==> config.mk <==
export PLATFORM = sky130hd
export DESIGN_NAME = irq_dispatch
export DESIGN_NICKNAME = d
export VERILOG_FILES = /design/src/rtl/irq_dispatch.sv
export SDC_FILE = /design/constraint.sdc
export NUM_CORES = 1
export LEC_CHECK = 0
export BUFFER_PORTS_ARGS = -buffer_cell sky130_fd_sc_hd__buf_2
export CAP_MARGIN = 20
export CELL_PAD_IN_SITES_DETAIL_PLACEMENT = 1
export CELL_PAD_IN_SITES_GLOBAL_PLACEMENT = 2
export CORE_AREA = 2 2 86 105
export CTS_BUF_LIST = sky130_fd_sc_hd__clkbuf_16
export CTS_CLUSTER_SIZE = 20
export DETAILED_ROUTE_END_ITERATION = 10
export DIE_AREA = 0 0 88 107
export GPL_TIMING_DRIVEN = 1
export MAX_ROUTING_LAYER = met4
export PLACE_DENSITY_LB_ADDON = 0.1
export REMOVE_ABC_BUFFERS = 1
export SYNTH_ARGS = -nofsm -noshare
export SYNTH_HDL_FRONTEND = slang
export SYNTH_SLANG_ARGS = --single-unit
==> constraint.sdc <==
create_clock -name clk -period 2.7 [get_ports clk]
set_clock_uncertainty 0.2 [all_clocks]
set_input_delay 0.54 -clock clk [delete_from_list [all_inputs] [get_ports clk]]
set_output_delay 0.54 -clock clk [all_outputs]
set_load 0.01 [all_outputs]
==> src/rtl/irq_dispatch.sv <==
// irq_dispatch
//
// Interrupt dispatch sequencer for the SM83 core. When an enabled
// interrupt is pending at an instruction boundary and IME is set, it
// stalls the core, pushes PC (high byte first) through the memory write
// port while stepping SP down via the register file, then loads PC with
// the vector of the highest-priority (lowest-numbered) pending interrupt.
//
// Parameters:
//   VEC_BASE    vector address of interrupt bit 0
//   VEC_STRIDE  byte spacing between consecutive vectors
//
// Ports:
//   clk, rst_n          core clock, asynchronous active-low reset
//   ie, if_in           interrupt enable / flag bits
//   ime                 interrupt master enable
//   fetch_boundary      one-cycle strobe, core is between instructions
//   halted              core is in HALT
//   r_pc, r_sp          current PC / SP from the register file
//   mem_ack             memory write accepted this cycle
//   core_hold           stall request, high in every non-IDLE state
//   wen_pc, w_pc        PC write enable / data into the register file
//   wen_sp, w_sp        SP write enable / data into the register file
//   mem_req, mem_addr,
//   mem_wdata           memory write request
//   if_clr              one-hot pulse clearing the serviced IF bit
//   ime_clr             pulse clearing IME
//   halt_exit           pulse releasing HALT

module irq_dispatch #(
    parameter logic [15:0] VEC_BASE   = 16'h0040,
    parameter int          VEC_STRIDE = 8
) (
    input  logic        clk,
    input  logic        rst_n,
    input  logic [4:0]  ie,
    input  logic [4:0]  if_in,
    input  logic        ime,
    input  logic        fetch_boundary,
    input  logic        halted,
    input  logic [15:0] r_pc,
    input  logic [15:0] r_sp,
    input  logic        mem_ack,
    output logic        core_hold,
    output logic        wen_pc,
    output logic [15:0] w_pc,
    output logic        wen_sp,
    output logic [15:0] w_sp,
    output logic        mem_req,
    output logic [15:0] mem_addr,
    output logic [7:0]  mem_wdata,
    output logic [4:0]  if_clr,
    output logic        ime_clr,
    output logic        halt_exit
);

    typedef enum logic [2:0] {
        IDLE,
        LATCH,
        SP1,
        PUSH_HI,
        PUSH_LO,
        JUMP
    } state_t;

    state_t      state;
    logic [15:0] pc_q;
    logic [15:0] vec_q;
    logic [4:0]  sel_q;
    logic        halt_done;

    logic [4:0]  pending;
    logic        any_pending;
    logic        trigger;
    logic [2:0]  pick_idx;
    logic [4:0]  pick_sel;
    logic [15:0] pick_vec;

    assign pending     = ie & if_in;
    assign any_pending = |pending;
    assign trigger     = (state == IDLE) & ime & any_pending & fetch_boundary;

    // Lowest set bit wins. With nothing pending the selection collapses to
    // zero so a dispatch cancelled mid-push jumps to 0000 and clears no flag.
    always_comb begin
        pick_idx = 3'd0;
        pick_sel = 5'b00000;
        casez (pending)
            5'b????1: begin pick_idx = 3'd0; pick_sel = 5'b00001; end
            5'b???10: begin pick_idx = 3'd1; pick_sel = 5'b00010; end
            5'b??100: begin pick_idx = 3'd2; pick_sel = 5'b00100; end
            5'b?1000: begin pick_idx = 3'd3; pick_sel = 5'b01000; end
            5'b10000: begin pick_idx = 3'd4; pick_sel = 5'b10000; end
            default:  begin pick_idx = 3'd0; pick_sel = 5'b00000; end
        endcase
        if (any_pending) begin
            pick_vec = VEC_BASE + 16'(pick_idx) * 16'(VEC_STRIDE);
        end else begin
            pick_vec = 16'h0000;
        end
    end

    // Sequencer state plus the values captured along the way: PC at the
    // start, and the vector/flag choice at the high-byte ack, which is the
    // last point where a late-cleared IE or IF can still cancel.
    always_ff @(posedge clk or negedge rst_n) begin
        if (!rst_n) begin
            state <= IDLE;
            pc_q  <= 16'h0000;
            vec_q <= 16'h0000;
            sel_q <= 5'b00000;
        end else begin
            case (state)
                IDLE: begin
                    if (trigger) state <= LATCH;
                end
                LATCH: begin
                    pc_q  <= r_pc;
                    state <= SP1;
                end
                SP1: begin
                    state <= PUSH_HI;
                end
                PUSH_HI: begin
                    if (mem_ack) begin
                        vec_q <= pick_vec;
                        sel_q <= pick_sel;
                        state <= PUSH_LO;
                    end
                end
                PUSH_LO: begin
                    if (mem_ack) state <= JUMP;
                end
                JUMP: begin
                    state <= IDLE;
                end
                default: begin
                    state <= IDLE;
                end
            endcase
        end
    end

    // HALT release pulse. halt_done remembers that this HALT episode has
    // already been released, so a long HALT with a steady pending bit
    // gives exactly one pulse until halted drops and rises again.
    always_ff @(posedge clk or negedge rst_n) begin
        if (!rst_n) begin
            halt_exit <= 1'b0;
            halt_done <= 1'b0;
        end else begin
            halt_exit <= halted & any_pending & ~halt_done;
            if (!halted) begin
                halt_done <= 1'b0;
            end else if (any_pending) begin
                halt_done <= 1'b1;
            end
        end
    end

    // Datapath outputs are decoded from the state rather than registered:
    // SP writes and push addresses must follow r_sp as it is this cycle,
    // which already holds the previous cycle's SP write.
    always_comb begin
        core_hold = 1'b0;
        wen_pc    = 1'b0;
        w_pc      = 16'h0000;
        wen_sp    = 1'b0;
        w_sp      = 16'h0000;
        mem_req   = 1'b0;
        mem_addr  = 16'h0000;
        mem_wdata = 8'h00;
        if_clr    = 5'b00000;
        ime_clr   = 1'b0;
        case (state)
            LATCH: begin
                core_hold = 1'b1;
                ime_clr   = 1'b1;
            end
            SP1: begin
                core_hold = 1'b1;
                wen_sp    = 1'b1;
                w_sp      = r_sp - 16'd1;
            end
            PUSH_HI: begin
                core_hold = 1'b1;
                mem_req   = 1'b1;
                mem_addr  = r_sp;
                mem_wdata = pc_q[15:8];
                if (mem_ack) begin
                    wen_sp = 1'b1;
                    w_sp   = r_sp - 16'd1;
                end
            end
            PUSH_LO: begin
                core_hold = 1'b1;
                mem_req   = 1'b1;
                mem_addr  = r_sp;
                mem_wdata = pc_q[7:0];
            end
            JUMP: begin
                core_hold = 1'b1;
                wen_pc    = 1'b1;
                w_pc      = vec_q;
                if_clr    = sel_q;
            end
            default: begin
                core_hold = 1'b0;
            end
        endcase
    end

endmodule

==> impl_metrics.csv <==
group,metric,value,unit
clock_network,clkLatencyLatePin,0.27,ns
yosys,syn_area,1980,um^2
die,rows,37,
route,drt-wirelength-per-cell,13.1,um
power,p_per_area,956,nW/um^2
timing,slew_headroom,0.544,
route,vias,1901,
final_layout,nets,373,
global_route,gr-total-overflow,0,
global_route,grt_max_degree,31,
timing,hold_viol,0,
timing,fin_crit,2.61,ns
yosys,synth-seq-area-share,0.379,
timing,layout_setup_ws,0.0916,ns
yosys,synth.most_common_cell,"dfrtp_1",
final_layout,antenna_cells,0,
timing,drv_slew,0,
route,finalWirelength,5780,um
placed_design,dp_hpwl,4500,um
global_route,grt_pass1_vias,1919,
yosys,synth_top_family_by_area,"simple AND/OR/NAND/NOR gates",
global_route,grt_usage,0.127,
route,drt_iter0_drc,29,
yosys,yosys-mux-area-fraction,0.0910,
final_layout,seq_area,752,um^2
timing,setup-tns-final,0,ns
yosys,synth_compound_area_frac,0.123,
yosys,ys_ff_latch,30,
final_layout,fill_cells,1013,
setup_path,cp_max_fo,6,
yosys,synth-adder-area-share,0.00632,
setup_path,endpoint_kind,"output pin",
yosys,synth-simple-area-share,0.274,
timing,setup_viol,0,
die,core,8380,um^2
final_layout,utilization,0.338,
clock_network,cts_buffers,5,
yosys,synth_xor_area_frac,0.0398,
yosys,ys_top_cells_by_area,"dfrtp_1 38%, mux2_2 8.0%, and2_1 7.6%",
yosys,ys_warn_count,0,
placed_design,post-place-ws,0.0290,ns
final_layout,multi_input_area,1120,um^2
final_layout,syn2layout_area_growth,43.1,%
die,die_width,88,um
route,vias_per_cell,4.30,
run,cap_viol_max_count,0,
yosys,synth_cell_types,44,
placed_design,gp_congestion,0.728,
timing,rsz0062_at_grt,"true",
setup_path,crit_arrival,1.87,ns
yosys,yosysTopAreaCellShare,0.379,
yosys,yosysTopAreaCell,"dfrtp_1",
setup_path,worstPathRequired,1.96,ns
setup_path,start_kind,"input port",
yosys,synth-edff-count,0,
final_layout,drive_gt1_frac,0.474,
final_layout,stdcell_count,442,
die,die_y,107,um
die,num_io_pins,115,
setup_path,path_class,"in -> out",
yosys,synth.avg_cell_area,9.48,um^2
die,die_area,9420,um^2
route,drc_errors,0,
route,drtAntennaViolNets,0,
yosys,synthFlopType,"dfrtp_1",
yosys,syn_inst,209,
timing,fin_crit_sh,0.966,
yosys,synthArstFlopShare,1.00,
power,p_leak,1.46,nW
route,first_pass_iters,4,
power,peakVddDrop,361,uV
timing,max_freq,383,MHz
clock_network,cts-root-buf,"clkbuf_16",
global_route,antenna_found_initial,0,
global_route,grt_pass1_wl,9090,um
placed_design,post-place-cells,433,
clock_network,cts.clk_slew.worst_paths,0.05,ns
yosys,synth_common_cells,"30 x dfrtp_1, 24 x and2_1, 19 x nand2_1, 16 x buf_4, 16 x nor2_1",
status,outcome,"finished, final reports clean",
clock_network,cts_buffer_depth,2,
min_path,min_path_type,"in -> async",
timing,worst_pin_slew,0.684,ns
placed_design,io_buffers,102,
clock_network,h-tree-depth,2,
clock_network,cts_tree,"built",
die,start_util,0.236,
clock_network,hold_buffers,0,
clock_network,clock_sinks,30,
## routing by layer
layer | share of wire | wire length [um] | global-route usage
met2 | 0.51 | 2920 | 0.226
met3 | 0.051 | 297 | 0.0192
met1 | 0.43 | 2480 | 0.141
met4 | 0.015 | 84 | 0.0462
met5 | 0 | 0 | -
## per-stage QoR
stage	instance area, um^2	power [mW]	hold WS, ns
floorplan	1870	1.54	0.0444
global route	2830	2.94	0.170
detailed placement	2640	2.11	0.229
CTS	2810	2.76	0.143
finish	2830	2.71	0.108
global placement	2640	2.10	0.224
## timing repair
action                     CTS  global route
gates cloned                 0             0
pin swaps                    0             1
gates resized for setup      1             6
setup buffers                0             1
setup endpoints to repair   16             2
## sequential cells by signal, summed over array words and instances, names as in the netlist
signal and cells:
halt_done 1, halt_exit 1, pc_q 16, sel_q 5
state 3, vec_q 4
## worst paths after layout
check	from	slack, ns	to	cells after the start
min reg2reg	halt_done	0.23	halt_exit	1
min in group clk	halt_done	0.23	halt_exit	1
max	r_sp[0]	0.09	w_sp[8]	8
min	rst_n	0.11	sel_q[2]	1
max in group asynchronous	rst_n	1.71	state[0]	1
max reg2reg	state[1]	0.75	pc_q[1]	4
## report_power, final
part	leakage (nW)	internal (mW)	switching [mW]	total [mW]
clock	0.0836	0.431	0.195	0.626
combinational	1.01	0.611	0.686	1.30
sequential	0.368	0.662	0.125	0.787
## cells in the final DEF (no fill, tap or decap), types with 3 or more instances in the layout
cell type / instances
xor2_1: 7
conb_1: 12
buf_4: 16
clkbuf_16: 5
a21o_1: 4
a22o_1: 8
inv_1: 5
buf_2: 102
nand4_1: 3
a21oi_1: 6
and2_1: 24
nor2_1: 16
dfrtp_1: 29
o31ai_1: 3
mux2_2: 14
nand2_1: 19
o21ai_0: 6
nand3_1: 4
## layout make-up
class	instances	share of cell area
timing repair buffer	118	0.223
sequential	30	0.265
tap	117	0.0517
multi-input combinational	164	0.396
clock inverter	3	0.0141
clock buffer	5	0.0442
inverter	5	0.00662
## cells by family (layout without fill, tap and decap cells)
| kind of cell | Yosys count | in the layout |
|---|---|---|
| simple gates | 90 | 90 |
| fa+ha+maj | 1 | 1 |
| other cells | 1 | 12 |
| compound gates | 36 | 36 |
| buf+inv | 26 | 131 |
| xor+xnor | 9 | 9 |
| mux | 16 | 16 |
| flops | 30 | 30 |
## worst max-delay path, cell delays in order
cell and delay (ns):
buf_2 0.14, inv_1 0.06, ha_1 0.16, nor3b_4 0.25
nand2_1 0.09, or4_1 0.41, o21ai_1 0.09, buf_2 0.14
Power figures use the tool's default switching activity.
